===== config.mk =====
export PLATFORM = sky130hd
export DESIGN_NAME = vedic_seq_mul16_flat
export DESIGN_NICKNAME = d
export VERILOG_FILES = /design/src/rtl/vedic_seq_mul16_if.sv /design/src/rtl/vedic_seq_mul16.sv /design/src/flat_wrapper.sv
export SDC_FILE = /design/constraint.sdc
export NUM_CORES = 1
export LEC_CHECK = 0
export ABC_CLOCK_PERIOD_IN_PS = 15300
export CAP_MARGIN = 20
export CORE_MARGIN = 4
export CORE_UTILIZATION = 30
export CTS_BUF_LIST = sky130_fd_sc_hd__clkbuf_2 sky130_fd_sc_hd__clkbuf_4 sky130_fd_sc_hd__clkbuf_8
export DETAILED_ROUTE_END_ITERATION = 12
export MAX_ROUTING_LAYER = met4
export PLACE_DENSITY = 0.45
export SYNTH_ARGS = -nofsm -noshare
export SYNTH_HDL_FRONTEND = slang
export SYNTH_SLANG_ARGS = --single-unit

===== constraint.sdc =====
create_clock -name clk -period 15.3 [get_ports clk]
set_clock_uncertainty 0.2 [all_clocks]
set_input_delay 2.295 -clock clk [delete_from_list [all_inputs] [get_ports clk]]
set_output_delay 2.295 -clock clk [all_outputs]
set_load 0.02 [all_outputs]

===== src/rtl/vedic_seq_mul16_if.sv =====
// Operand/result handshake bundle for the sequential 16x16 Vedic multiplier.
// The slave modport is the multiplier. The master modport is the operand
// source combined with the result consumer.
interface vedic_seq_mul16_if;
   logic        in_valid;
   logic        in_ready;
   logic [15:0] a;
   logic [15:0] b;
   logic        out_valid;
   logic        out_ready;
   logic [31:0] p;
   logic        busy;

   modport master (
      output in_valid, a, b, out_ready,
      input  in_ready, out_valid, p, busy
   );

   modport slave (
      input  in_valid, a, b, out_ready,
      output in_ready, out_valid, p, busy
   );
endinterface


===== src/rtl/vedic_seq_mul16.sv =====
// Sequential 16x16 unsigned multiplier.
// One combinational Vedic 8x8 core is reused over four cycles, once per
// byte-pair partial product. The partial products are shift-accumulated
// into a 32-bit result, which is held until the consumer takes it.

// 2x2 Vedic (Urdhva Tiryagbhyam) multiplier built from half adders.
module vedic_2x2 (
   input  logic [1:0] a,
   input  logic [1:0] b,
   output logic [3:0] c
);
   logic t1, t2, t3, k1;

   assign t1   = a[1] & b[0];
   assign t2   = a[0] & b[1];
   assign t3   = a[1] & b[1];
   assign k1   = t1 & t2;
   assign c[0] = a[0] & b[0];
   assign c[1] = t1 ^ t2;
   assign c[2] = t3 ^ k1;
   assign c[3] = t3 & k1;
endmodule

// 4x4 built from four 2x2 blocks.
// The vertical and crosswise terms are summed at their weights.
module vedic_4x4 (
   input  logic [3:0] a,
   input  logic [3:0] b,
   output logic [7:0] c
);
   logic [3:0] q0, q1, q2, q3;

   vedic_2x2 u_q0 (.a(a[1:0]), .b(b[1:0]), .c(q0));
   vedic_2x2 u_q1 (.a(a[3:2]), .b(b[1:0]), .c(q1));
   vedic_2x2 u_q2 (.a(a[1:0]), .b(b[3:2]), .c(q2));
   vedic_2x2 u_q3 (.a(a[3:2]), .b(b[3:2]), .c(q3));

   assign c = {4'b0, q0} + {2'b0, q1, 2'b0} + {2'b0, q2, 2'b0} + {q3, 4'b0};
endmodule

// 8x8 core shared by the controller, built from four 4x4 blocks.
module vedic_8X8 (
   input  logic [7:0]  a,
   input  logic [7:0]  b,
   output logic [15:0] c
);
   logic [7:0] q0, q1, q2, q3;

   vedic_4x4 u_q0 (.a(a[3:0]), .b(b[3:0]), .c(q0));
   vedic_4x4 u_q1 (.a(a[7:4]), .b(b[3:0]), .c(q1));
   vedic_4x4 u_q2 (.a(a[3:0]), .b(b[7:4]), .c(q2));
   vedic_4x4 u_q3 (.a(a[7:4]), .b(b[7:4]), .c(q3));

   assign c = {8'b0, q0} + {4'b0, q1, 4'b0} + {4'b0, q2, 4'b0} + {q3, 8'b0};
endmodule

// Controller: accept -> four MUL steps -> DONE until the result is taken.
module vedic_seq_mul16 (
   input  logic              clk,
   input  logic              rst,
   vedic_seq_mul16_if.slave  bus
);
   typedef enum logic [1:0] {
      IDLE = 2'd0,
      MUL  = 2'd1,
      DONE = 2'd2
   } state_e;

   state_e      state_q, state_d;
   logic [1:0]  step_q, step_d;
   logic [15:0] ar_q, ar_d;
   logic [15:0] br_q, br_d;
   logic [31:0] acc_q, acc_d;
   logic [31:0] p_q, p_d;

   logic [7:0]  core_a, core_b;
   logic [15:0] core_c;
   logic [31:0] term;

   vedic_8X8 u_core (.a(core_a), .b(core_b), .c(core_c));

   // Select the step's operand bytes and place the partial product at its weight.
   always_comb begin
      // NOTE: every always_comb output gets a default first so no path can infer a latch.
      core_a = ar_q[7:0];
      core_b = br_q[7:0];
      term   = {16'b0, core_c};
      case (step_q)
         2'd0: begin
            core_a = ar_q[7:0];
            core_b = br_q[7:0];
            term   = {16'b0, core_c};
         end
         2'd1: begin
            core_a = ar_q[7:0];
            core_b = br_q[15:8];
            term   = {8'b0, core_c, 8'b0};
         end
         2'd2: begin
            core_a = ar_q[15:8];
            core_b = br_q[7:0];
            term   = {8'b0, core_c, 8'b0};
         end
         2'd3: begin
            core_a = ar_q[15:8];
            core_b = br_q[15:8];
            term   = {core_c, 16'b0};
         end
         default: ;
      endcase
   end

   // Next-state logic for the FSM, the step counter, the accumulator and the result.
   always_comb begin
      state_d = state_q;
      step_d  = step_q;
      ar_d    = ar_q;
      br_d    = br_q;
      acc_d   = acc_q;
      p_d     = p_q;
      case (state_q)
         IDLE: begin
            if (bus.in_valid) begin
               state_d = MUL;
               ar_d    = bus.a;
               br_d    = bus.b;
               acc_d   = '0;
               step_d  = 2'd0;
            end
         end
         MUL: begin
            acc_d  = acc_q + term;
            step_d = step_q + 2'd1;
            if (step_q == 2'd3) begin
               p_d     = acc_q + term;
               state_d = DONE;
            end
         end
         DONE: begin
            if (bus.out_ready) state_d = IDLE;
         end
         default: state_d = IDLE;
      endcase
   end

   // Control state, accumulator and result registers with synchronous reset.
   always_ff @(posedge clk) begin
      // NOTE: sequential state uses non-blocking assignments so every register samples pre-edge values.
      if (rst) begin
         state_q <= IDLE;
         step_q  <= 2'd0;
         acc_q   <= '0;
         p_q     <= '0;
      end else begin
         state_q <= state_d;
         step_q  <= step_d;
         acc_q   <= acc_d;
         p_q     <= p_d;
      end
   end

   // Operand latches are not reset.
   always_ff @(posedge clk) begin
      // NOTE: ar/br are always loaded at accept before they are read, so they need no reset.
      ar_q <= ar_d;
      br_q <= br_d;
   end

   // Handshake outputs depend only on registered state.
   // in_ready is also held low while reset is high.
   assign bus.in_ready  = (state_q == IDLE) && !rst;
   assign bus.out_valid = (state_q == DONE);
   assign bus.busy      = (state_q != IDLE);
   assign bus.p         = p_q;
endmodule

===== src/flat_wrapper.sv =====
// flat-port wrapper written by rule: the top's interface ports become plain ports
module vedic_seq_mul16_flat 
  (clk, rst, bus_in_valid, bus_a, bus_b, bus_out_ready, bus_in_ready, bus_out_valid, bus_p, bus_busy);
  vedic_seq_mul16_if bus_i ();
  input  logic clk;
  input  logic rst;
  input wire logic [$bits(bus_i.in_valid)-1:0] bus_in_valid;
  input wire logic [$bits(bus_i.a)-1:0] bus_a;
  input wire logic [$bits(bus_i.b)-1:0] bus_b;
  input wire logic [$bits(bus_i.out_ready)-1:0] bus_out_ready;
  output wire logic [$bits(bus_i.in_ready)-1:0] bus_in_ready;
  output wire logic [$bits(bus_i.out_valid)-1:0] bus_out_valid;
  output wire logic [$bits(bus_i.p)-1:0] bus_p;
  output wire logic [$bits(bus_i.busy)-1:0] bus_busy;
  assign bus_i.in_valid = bus_in_valid;
  assign bus_i.a = bus_a;
  assign bus_i.b = bus_b;
  assign bus_i.out_ready = bus_out_ready;
  assign bus_in_ready = bus_i.in_ready;
  assign bus_out_valid = bus_i.out_valid;
  assign bus_p = bus_i.p;
  assign bus_busy = bus_i.busy;
  vedic_seq_mul16 u_core (.clk(clk), .rst(rst), .bus(bus_i));
endmodule

==> Word level (Yosys, flattened, before mapping) <==
Index checks and enable logic that the tools add are counted.
W data, S select, Z words.
{ "totals": {"input_bits": 36, "out_inout_bits": 35, "register_bits": 100, "word_cells": 185} }
{ "classes": {"bitwise": 128, "eq_ne": 8, "n_reduce_logical": 15, "muxes": 11, "add_sub_neg": 17} }
{ "op_table": {"columns": ["op", "n"], "rows": [
  ["$and A1 B1 Y1", 96],
  ["$pmux W32 S3", 1],
  ["$pmux W32 S2", 1],
  ["$add A32 B32 Y32", 1],
  ["$add A8 B6 Y8", 4],
  ["$add A8 B8 Y8", 4],
  ["$mux W32", 1],
  ["$pmux W8 S2", 2],
  ["$xor A1 B1 Y1", 32],
  ["$add A4 B6 Y7", 4],
  ["$add A14 B16 Y16", 1],
  ["$add A13 B12 Y14", 1],
  ["$add A8 B12 Y13", 1],
  ["$reduce_or A2 Y1", 5],
  ["$mux W2", 4],
  ["$eq A2 B2 Y1 const B", 3],
  ["$pmux W2 S3", 1],
  ["$reduce_and A2 Y1", 3],
  ["$eq A2 B1 Y1 const B", 2],
  ["$logic_not A2 Y1", 2],
  ["$ne A2 B2 Y1 const B", 2],
  ["$pmux W2 S2", 1],
  ["$reduce_bool A2 Y1", 2],
  ["$reduce_and A3 Y1", 1],
  ["other kinds (4)", 4]
]} }

==> Depth between registers and ports, before layout <==
Gate-level depths: netlist of the first run.
{ "logic_depth": {"word_depth": 15, "mapped_depth": 38, "depth_no_buf": 38} }

==> By module <==
Synthesis of the first run repeated with hierarchy kept, for this count alone.
{ "hier_totals": {"hier_cells": 899, "hier_area_um2": 7982.7} }
{ "by_module_without_submodules": {"columns": ["mod", "n_inst", "cells_each", "area_per_inst_um2", "seq_area_each_um2"], "rows": [
  ["vedic_seq_mul16", 1, 629, 5621.6, 2322.2],
  ["vedic_4x4", 4, 27, 249.0, 0.0],
  ["vedic_2x2", 16, 6, 50.0, 0.0],
  ["vedic_8X8", 1, 66, 564.3, 0.0]
]} }

==> Worst setup path before layout of the first run <==
No wires, ideal clock.
{ "synth_path": {"kind": "reg-to-reg", "from": "reg u_core.step_q[0]", "to": "reg u_core.p_q[25], in the netlist u_core.bus.p[25]", "path_stages_with_launch": 38, "setup_ps": 122, "t_required_ps": 14978, "arrival_time_ps": 8558, "slack_ps": 6420, "n_path_buf": 1, "synth_period_minus_slack_ps": 8880, "cell_sequence": "dfxtp_1 -> ha_1 -> clkbuf_1 -> nor2_1 -> mux2i_1 -> nor2_1 -> ha_1 -> ha_1 -> ha_1 -> inv_1 -> fa_1 -> xor2_1 -> fa_1 -> inv_1 -> ha_1 -> a21o_1 -> a21oi_1 -> xor2_1 -> [... 2 more ...] -> ha_1 -> a21o_1 -> a21oi_1 -> o21bai_1 -> a21oi_1 -> o21ai_0 -> a21oi_1 -> xor2_1 -> o22ai_1 -> ha_1 -> and2_4 -> a221oi_2 -> a21oi_2 -> or3b_4 -> o211a_1 -> o21bai_2 -> a2111oi_0 -> a311o_1"} }
{ "synth_via": {"elab_chain_cells": 14, "word_cells_on_any_way": 157, "classes_between": "16 x add/sub; 3 x eq/ne; 3 x mux; 128 x bitwise; 7 x reduce/logical"} }
{ "synth_lines": {"columns": ["element", "line_no", "text"], "rows": [
  ["from (decl)", "vedic_seq_mul16.sv:70", "logic [1:0] step_q, step_d;"],
  ["from (signal assigned)", "vedic_seq_mul16.sv:156", "step_q <= step_d;"],
  ["$eq A2 B2 Y1, or another cell as far along", "vedic_seq_mul16.sv:88", "case (step_q)"],
  ["$reduce_or A2 Y1 (no source line)", null, null],
  ["$pmux W8 S2", "vedic_seq_mul16.sv:88", null],
  ["$and A1 B1 Y1, on equally long branches", "vedic_seq_mul16.sv:14, vedic_seq_mul16.sv:15", null],
  ["$and A1 B1 Y1", "vedic_seq_mul16.sv:17", "assign k1 = t1 & t2;"],
  ["$xor A1 B1 Y1 / $and A1 B1 Y1 (equally long branches)", "vedic_seq_mul16.sv:20, vedic_seq_mul16.sv:21", null],
  ["$add A4 B6 Y7", "vedic_seq_mul16.sv:38", "assign c = {4'b0, q0} + {2'b0, q1, 2'b0} + {2'b0, q2, 2'b0} + {q3, 4'b0};"],
  ["$add A8 B6 Y8", "vedic_seq_mul16.sv:38", null],
  ["$add A8 B8 Y8", "vedic_seq_mul16.sv:38", null],
  ["$add A8 B12 Y13", "vedic_seq_mul16.sv:54", "assign c = {8'b0, q0} + {4'b0, q1, 4'b0} + {4'b0, q2, 4'b0} + {q3, 8'b0};"],
  ["$add A13 B12 Y14", "vedic_seq_mul16.sv:54", null],
  ["$add A14 B16 Y16", "vedic_seq_mul16.sv:54", null],
  ["$pmux W32 S3", "vedic_seq_mul16.sv:88", null],
  ["$add A32 B32 Y32", "vedic_seq_mul16.sv:135", "p_d = acc_q + term;"],
  ["to (signal assigned)", "vedic_seq_mul16.sv:158", "p_q <= p_d;"],
  ["to (decl)", "vedic_seq_mul16.sv:74", "logic [31:0] p_q, p_d;"]
]} }
Parallel ways exist; a longest one is shown, timed or not.
A chain may end at the register's enable or synchronous reset.

==> Worst setup path after layout of the first run <==
{ "layout_path": {"from": "reg u_core.step_q[0]", "to": "reg u_core.p_q[30], in the netlist u_core.bus.p[30]"} }
Same word-level chain as after synthesis.

==> flow_summary.yaml, run 1 <==
status:
  status: "finished clean"
setup_path:
  crit_path_frequent_cell: "ha_1"
  reg2reg_depth: 36
  crit_arrival_ns: 10.40
  crit_buf_inv: 3
  r2r-start: "u_core.step_q[0]"
  crit_family: "adder cells"
  crit_path_start_kind: "register"
  critical_path_depth: 36
  crit_path_end_kind: "register"
  worstPathRequired_ns: 15.43
  path_max_fanout: 9
  cp_slowest_cell: "mux2i_1"
  critPathMaxStageDelay_ns: 0.83
  crit_type: "register to register"
  reg2reg_slack_ns: 5.03
  r2r-end: "u_core.bus.p[30]"
min_path:
  worstHoldEndpoint: "u_core.bus.p[28]"
  holdPathStages: 2
  hold_path.class: "register to register"
  worst_hold_startpoint: "u_core.bus.p[28]"
sta:
  worst_pin_slew_ns: 1.01
  grt_setup_unrepaired: "no"
  worst_slack_ns: 5.03
  finalMaxSlewViolations: 0
  fin_crit_ns: 10.27
  fin_crit_sh_pct: 67.1
  finalHoldViolations: 0
  max_clock_freq_ghz: 0.0974
  relSlewSlack_pct: 32.2
  setup_violations: 0
  fin_tns_setup_ns: 0
place:
  dpl.hpwl_um: 17200
  gp_congestion: 0.853
  placement.io_buffers: 70
  place_ws_ns: 4.86
  dp.cells: 1311
  dpl_cell_area_mm2: 0.00914
grt:
  grt_pass1_vias: 6679
  grtUsageTotal_pct: 15.8
  overflow: 0
  grt_max_degree: 52
  grt_pass1_wl_um: 36000
  antenna_found_initial: 0
clocking:
  cts_resized: 0
  cts_root_buf: "clkbuf_8"
  path_clk_slew_ns: 0.10
  htreeDepth: 3
  cts_hold_buf: 0
  insertion_delay_ns: 0.38
  cts_tree: "built"
  clockBufferDepth: 2
  post_cts_buffers: 0
  cts_buffers: 9
  cts_sinks: 100
power:
  swShare_pct: 48.4
  combPwrFrac_pct: 64.8
  power_density_mw_per_mm2: 148
  p_seq_share_pct: 21.9
  p_int_mw: 0.716
  clockPowerShare_pct: 13.3
  total_power_mw: 1.39
  p_switching_mw: 0.671
  p_leak_nw: 4.23
  vdd_ir_drop_max_mv: 0.108
synth:
  syn_area_per_cell_um2: 8.71
  synth_mux_area_share_pct: 1.98
  yosys.area_share.simple_pct: 18.2
  ys_seq_elements: 100
  ys_top_cells_by_area: "dfxtp_1 (17%), ha_1 (17%), edfxtp_1 (12%)"
  syn_inst: 929
  seq_area_frac_synth_pct: 28.7
  synth_most_common_cell: "ha_1"
  synth_top_area_share_pct: 16.8
  synth.cell_area_mm2: 0.00809
  synth_top_family_by_area: "adder cells"
  synth-main-ff-cell: "dfxtp_1"
  synthArstFlopShare_pct: 0
  synth-xor-area-share_pct: 4.76
  synth_edf_count: 32
  synth_fa_ha_area_share_pct: 23.0
  synth_common_cells: "ha_1 (107), nor2_1 (102), inv_1 (81), nand2_1 (79), a21oi_1 (74)"
  syn_nets: 1098
  synth_top_cell_by_area: "dfxtp_1"
  yosys_warnings: 0
  synth_compound_area_share_pct: 17.6
  synth.distinct_cells: 78
cells_and_area:
  layout.area.seq_mm2: 0.00232
  stdcell_count: 1326
  drive_gt1_share_pct: 4.94
  final_cell_area_mm2: 0.00934
  area_growth_pct: 15.4
  num_antenna_cells: 0
  layout.nets: 1156
  fillers: 2788
  multi_input_area_mm2: 0.00532
die:
  num_io_pins: 71
  start_util_pct: 30.8
  die_x_um: 172
  die_h_um: 172
  coreArea_mm2: 0.0263
  die-area_mm2: 0.0297
  rows: 59
route:
  antenna_left: 0
  drc: 0
  vias: 6583
  post_drt_wl_per_cell_um: 16.6
  vias_per_cell: 4.96
  first_iter_violations: 313
  routed_wirelength_um: 22000
  drtPass1Iterations: 5
run:
  cap_viol_max_count: 0
sequential cells by signal, summed over array words and instances (netlist names):
register        flops
u_core.acc_q       32
u_core.state_q      2
u_core.bus.p       32
u_core.br_q        16
u_core.ar_q        16
u_core.step_q       2
how the worst max path moves through the flow:
stage | start | to | slack [ns]
6_report | u_core.step_q[0] | u_core.bus.p[30] | 5.03
5_1_grt | u_core.step_q[1] | u_core.bus.p[30] | 4.24
2_1_floorplan | u_core.step_q[0] | u_core.bus.p[25] | 6.42
3_5_place_dp | u_core.step_q[0] | u_core.bus.p[30] | 4.86
4_1_cts | u_core.step_q[0] | u_core.bus.p[30] | 4.84
3_3_place_gp | u_core.step_q[0] | u_core.bus.p[30] | 4.90
cell usage in the layout, fill, tap and decap left out, types with 10 or more instances in the layout:
cell type	count
clkbuf_8	11
a22o_1	12
nand2_1	79
mux2i_1	16
dfxtp_1	68
xor2_1	20
inv_1	81
nor2_1	102
ha_1	107
nor2b_1	10
clkdlybuf4s50_1	69
fa_1	26
a21oi_1	74
xnor2_1	24
o21ai_0	28
and2_1	17
or3_1	10
nand3_1	35
edfxtp_1	32
a21o_1	22
and3_1	12
final cells by class:
type                            instances  share of cell area (%)
Tap cell                              335                    4.49
Inverter                               82                    3.30
Multi-Input combinational cell        715                    56.9
Timing Repair Buffer                   79                    8.21
Clock buffer                           12                    1.70
Clock inverter                          3                   0.496
Sequential cell                       100                    24.9
tightest hold or removal path, cell delays in order (launching register included):
cell and delay (ns):
dfxtp_1 0.32, nand2_1 0.05, a21oi_1 0.05
metrics by stage:
step,hold WS [ns],util [%]
global route,0.288,35.5
floorplan,0.232,-
detailed placement,0.246,34.8
CTS,0.262,35.5
global placement,0.243,34.7
finish,0.258,35.5
metal layers:
| layer | GRT usage [%] | wire length (um) | vias up |
|---|---|---|---|
| met5 | - | 0 | - |
| met4 | 2.87 | 186 | 0 |
| met3 | 2.08 | 652 | 13 |
| met2 | 25.6 | 10100 | 102 |
| met1 | 21.6 | 11100 | 3079 |
| li1 | - | - | 3389 |
kinds of logic after synthesis:
family,Yosys count
flops,100
mux,16
buf+inv,114
simple gates,312
fa+ha+maj,133
compound gates,210
xor+xnor,44
power by group through the flow:
stage	Sequential [mW]	Clock (mW)	Combinational [mW]
global placement	0.310	0	0.916
CTS	0.304	0.193	0.907
detailed placement	0.310	0	0.901
floorplan	0.306	0	0.656
global route	0.306	0.201	1.01
finish	0.304	0.184	0.899
(Power assumes the default switching activity.)
==> inputs of run 2 (changes only) <==
--- a/config.mk
+++ b/config.mk
@@ -5,7 +5,7 @@
 export SDC_FILE = /design/constraint.sdc
 export NUM_CORES = 1
 export LEC_CHECK = 0
-export ABC_CLOCK_PERIOD_IN_PS = 15300
+export ABC_CLOCK_PERIOD_IN_PS = 9450
 export CAP_MARGIN = 20
 export CORE_MARGIN = 4
 export CORE_UTILIZATION = 30
==> constraint.sdc (replaced) <==
create_clock -name clk -period 9.45 [get_ports clk]
set_clock_uncertainty 0.2 [all_clocks]
set_input_delay 1.4175 -clock clk [delete_from_list [all_inputs] [get_ports clk]]
set_output_delay 1.4175 -clock clk [all_outputs]
set_load 0.02 [all_outputs]
==> flow_summary.yaml, run 2 (synthesis results as in run 1) <==
grt:
  overflow: 0
  grt_pass1_wl_um: 35500
  grt_max_degree: 48
  grtUsageTotal_pct: 15.6
  antenna_found_initial: 0
  grt_pass1_vias: 6643
setup_path:
  path_max_fanout: 7
  crit_arrival_ns: 8.97
  crit_path_frequent_cell: "ha_1"
  cp_slowest_cell: "fa_1"
  critPathMaxStageDelay_ns: 0.53
  crit_path_start_kind: "register"
  crit_type: "register to register"
  crit_family: "adder cells"
  crit_buf_inv: 4
  worstPathRequired_ns: 9.60
  crit_path_end_kind: "register"
  r2r-start: "u_core.step_q[0]"
  worstSetupStartpoint: "u_core.step_q[0]"
clocking:
  cts_hold_buf: 0
  path_clk_slew_ns: 0.11
  cts_sinks: 100
  cts_tree: "built"
  post_cts_buffers: 0
  insertion_delay_ns: 0.38
  htreeDepth: 3
  cts_resized: 0
  cts_root_buf: "clkbuf_8"
  clockBufferDepth: 2
  cts_buffers: 9
sta:
  fin_crit_sh_pct: 93.4
  worst_pin_slew_ns: 1.08
  finalHoldViolations: 0
  relSlewSlack_pct: 28.0
  setup_violations: 0
  fin_tns_setup_ns: 0
  finalMaxSlewViolations: 0
  fin_crit_ns: 8.82
  max_clock_freq_ghz: 0.113
  grt_setup_unrepaired: "no"
die:
  die_h_um: 172
  die_x_um: 172
  start_util_pct: 30.8
  rows: 59
  num_io_pins: 71
  die-area_mm2: 0.0297
  coreArea_mm2: 0.0263
status:
  status: "finished clean"
cells_and_area:
  layout.nets: 1173
  final_core_util_pct: 36.2
  drive_gt1_share_pct: 7.43
  layout_commonest_cell: "ha_1"
  area_growth_pct: 17.6
  final_cell_mix: "ha_1 (105), nor2_1 (100), inv_1 (81)"
  num_antenna_cells: 0
route:
  drc: 0
  post_drt_wl_per_cell_um: 16.1
  wl_met1_um: 10600
  first_iter_violations: 237
  vias_per_cell: 5.00
  routed_wirelength_um: 21600
  antenna_left: 0
  dr_wl_met2_um: 9970
  vias: 6725
  wl_met3_um: 786
  drtPass1Iterations: 5
  maxUsedRoutingLayer: "met4"
place:
  placement.io_buffers: 70
  dpl.hpwl_um: 17000
  gp_congestion: 0.789
power:
  swShare_pct: 47.5
  p_seq_share_pct: 21.5
  power_density_mw_per_mm2: 240
  p_leak_nw: 4.33
  p_int_mw: 1.20
  p_switching_mw: 1.09
  clockPowerShare_pct: 13.8
  vdd_ir_drop_max_mv: 0.127
  combPwrFrac_pct: 64.7
min_path:
  worst_hold_startpoint: "u_core.bus.p[22]"
  hold_path.class: "register to register"
run:
  cap_viol_max_count: 0
[run 2: final timing paths]
check / to / slack [ns] / depth (start not counted)
max: u_core.bus.p[25] / 0.63 / 34
min: u_core.bus.p[22] / 0.26 / 2
max reg2reg: u_core.bus.p[25] / 0.63 / 34
min reg2reg: u_core.bus.p[22] / 0.26 / 2
[run 2: final cells by class]
| type | count | area [um2] |
|---|---|---|
| fill | 2759 | 16800 |
| multi-input combinational | 715 | 5360 |
| sequential | 100 | 2320 |
| timing repair buffer | 96 | 891 |
| tap | 335 | 419 |
| inverter | 82 | 308 |
| clock buffer | 10 | 131 |
| clock inverter | 6 | 86.3 |
[run 2: worst min-delay path, delay by kind of cell, from the launching register on]
family	cells	cell delay, ns
DFF	1	0.32
and+or+nand+nor	1	0.05
AOI/OAI and AO/OA	1	0.05
[run 2: per-layer routing]
layer | track usage [%] | up-vias
met4 | 2.70 | 0
met3 | 2.24 | 16
met5 | - | -
met2 | 25.3 | 135
li1 | - | 3433
met1 | 21.0 | 3141
[run 2: per-stage QoR]
| stage | cell area (um2) | setup slack, ns | hold WS [ns] | cells | power [mW] |
|---|---|---|---|---|---|
| 2_1_floorplan | 8090 | 0.570 | 0.232 | 929 | 1.56 |
| 3_3_place_gp | 9250 | 0.468 | 0.242 | 1328 | 1.98 |
| 3_5_place_dp | 9250 | 0.414 | 0.246 | 1328 | 1.97 |
| 4_1_cts | 9470 | 0.367 | 0.262 | 1344 | 2.31 |
| 5_1_grt | 9520 | 0.0452 | 0.283 | 1344 | 2.52 |
| 6_report | 9520 | 0.626 | 0.257 | 1344 | 2.29 |
[run 2: power groups by stage]
stage               Combinational (mW)  Sequential [mW]  Clock (mW)
finish                            1.48            0.491       0.316
global route                      1.68            0.494       0.345
CTS                               1.48            0.491       0.332
detailed placement                1.47            0.501           0
global placement                  1.48            0.502           0
floorplan                         1.06            0.496           0
==> inputs of run 3 (changes only) <==
--- a/config.mk
+++ b/config.mk
@@ -6,13 +6,12 @@
 export NUM_CORES = 1
 export LEC_CHECK = 0
 export ABC_CLOCK_PERIOD_IN_PS = 9450
-export CAP_MARGIN = 20
 export CORE_MARGIN = 4
-export CORE_UTILIZATION = 30
+export CORE_UTILIZATION = 50
 export CTS_BUF_LIST = sky130_fd_sc_hd__clkbuf_2 sky130_fd_sc_hd__clkbuf_4 sky130_fd_sc_hd__clkbuf_8
 export DETAILED_ROUTE_END_ITERATION = 12
 export MAX_ROUTING_LAYER = met4
-export PLACE_DENSITY = 0.45
+export PLACE_DENSITY = 0.69
 export SYNTH_ARGS = -nofsm -noshare
 export SYNTH_HDL_FRONTEND = slang
 export SYNTH_SLANG_ARGS = --single-unit
==> flow_summary.yaml, run 3 (synthesis results as in run 1) <==
status:
  status: "finished clean"
clocking:
  cts_tree: "built"
  cts_hold_buf: 0
  htreeDepth: 3
  cts_sinks: 100
  path_clk_slew_ns: 0.10
  clockBufferDepth: 2
  cts_buffers: 9
  insertion_delay_ns: 0.39
  cts_root_buf: "clkbuf_8"
power:
  power_density_mw_per_mm2: 233
  p_leak_nw: 4.30
  vdd_ir_drop_max_mv: 0.139
  total_power_mw: 2.17
cells_and_area:
  final_core_util_pct: 58.6
  final_cell_mix: "ha_1 (105), nor2_1 (101), inv_1 (81)"
  final_cell_area_mm2: 0.00931
  stdcell_count: 1223
  layout_commonest_cell: "ha_1"
  num_antenna_cells: 0
  drive_gt1_share_pct: 7.15
  layout.nets: 1171
  area_growth_pct: 15.1
grt:
  antenna_found_initial: 0
  grt_pass1_wl_um: 31400
  grt_pass1_vias: 6433
  grtUsageTotal_pct: 22.0
  overflow: 0
  grt_max_degree: 53
sta:
  worst_hold_slack_ns: 0.258
  worst_slack_ns: 0.598
  worst_pin_slew_ns: 1.01
  fin_crit_sh_pct: 93.7
  grt_setup_unrepaired: "no"
  finalMaxSlewViolations: 0
  relSlewSlack_pct: 32.7
  finalHoldViolations: 0
  fin_crit_ns: 8.85
  fin_tns_setup_ns: 0
  setup_violations: 0
  max_clock_freq_ghz: 0.113
place:
  dpl_cell_area_mm2: 0.00908
  dpl.hpwl_um: 15100
  dp.cells: 1206
  placement.io_buffers: 70
  gp_congestion: 0.884
  place_ws_ns: 0.446
min_path:
  worst_hold_startpoint: "u_core.bus.p[13]"
  hold_path.class: "register to register"
die:
  coreArea_mm2: 0.0159
  num_io_pins: 71
  die-area_mm2: 0.0183
  die_x_um: 135
  die_h_um: 135
  rows: 46
  start_util_pct: 50.9
setup_path:
  crit_path_frequent_cell: "ha_1"
  crit_family: "adder cells"
  path_max_fanout: 8
  crit_type: "register to register"
  crit_path_end_kind: "register"
  r2r-start: "u_core.step_q[1]"
  crit_arrival_ns: 8.92
  crit_buf_inv: 5
  critPathMaxStageDelay_ns: 0.54
  worstPathRequired_ns: 9.52
  cp_slowest_cell: "fa_1"
  crit_path_start_kind: "register"
  worstSetupStartpoint: "u_core.step_q[1]"
route:
  post_drt_wl_per_cell_um: 15.6
  routed_wirelength_um: 19100
  drtPass1Iterations: 5
  vias: 6752
  first_iter_violations: 381
  drc: 0
  antenna_left: 0
  vias_per_cell: 5.52
run:
  cap_viol_max_count: 0
run 3: layout make-up:
cell class,count,area [um2]
clock inverters,5,38.8
flip-flops and latches,100,2320
multi-input cells,715,5360
repair buffers,94,876
fillers,1491,6570
clock buffers,11,139
well taps,216,270
inverters,82,308
run 3: per-layer routing:
layer | vias up | routed length (um) | part of all wire (%) | global-route usage (%)
li1 | 3412 | - | - | -
met1 | 3192 | 8790 | 46 | 28.0
met2 | 127 | 9340 | 49 | 36.9
met3 | 21 | 668 | 3.5 | 3.34
met4 | 0 | 318 | 1.7 | 5.71
met5 | - | 0 | 0 | -
run 3: repair_timing:
action / 4_1_cts / 5_1_grt
resized for setup: 0 / 11
setup buffers: 0 / 1
endpoints found under the setup margin: 0 / 20
endpoints found under the hold margin: 0 / 0
run 3: path summary, 6_finish.rpt:
path / end / slack (ns) / cells after the start
worst max-delay path: u_core.bus.p[31] / 0.60 / 35
worst min register to register: u_core.bus.p[13] / 0.26 / 2
worst max register to register: u_core.bus.p[31] / 0.60 / 35
worst min-delay path: u_core.bus.p[13] / 0.26 / 2
run 3: where the power goes:
group / internal, mW / switching, mW / leakage, nW / total, mW
clock network: 0.103 / 0.154 / 0.0907 / 0.257
registers: 0.475 / 0.0162 / 0.856 / 0.491
logic: 0.561 / 0.865 / 3.36 / 1.43
run 3: tightest hold or removal path, stage by stage (launching register included):
cell and delay, ns:
dfxtp_1 0.32, nand2_1 0.05, a21oi_1 0.05
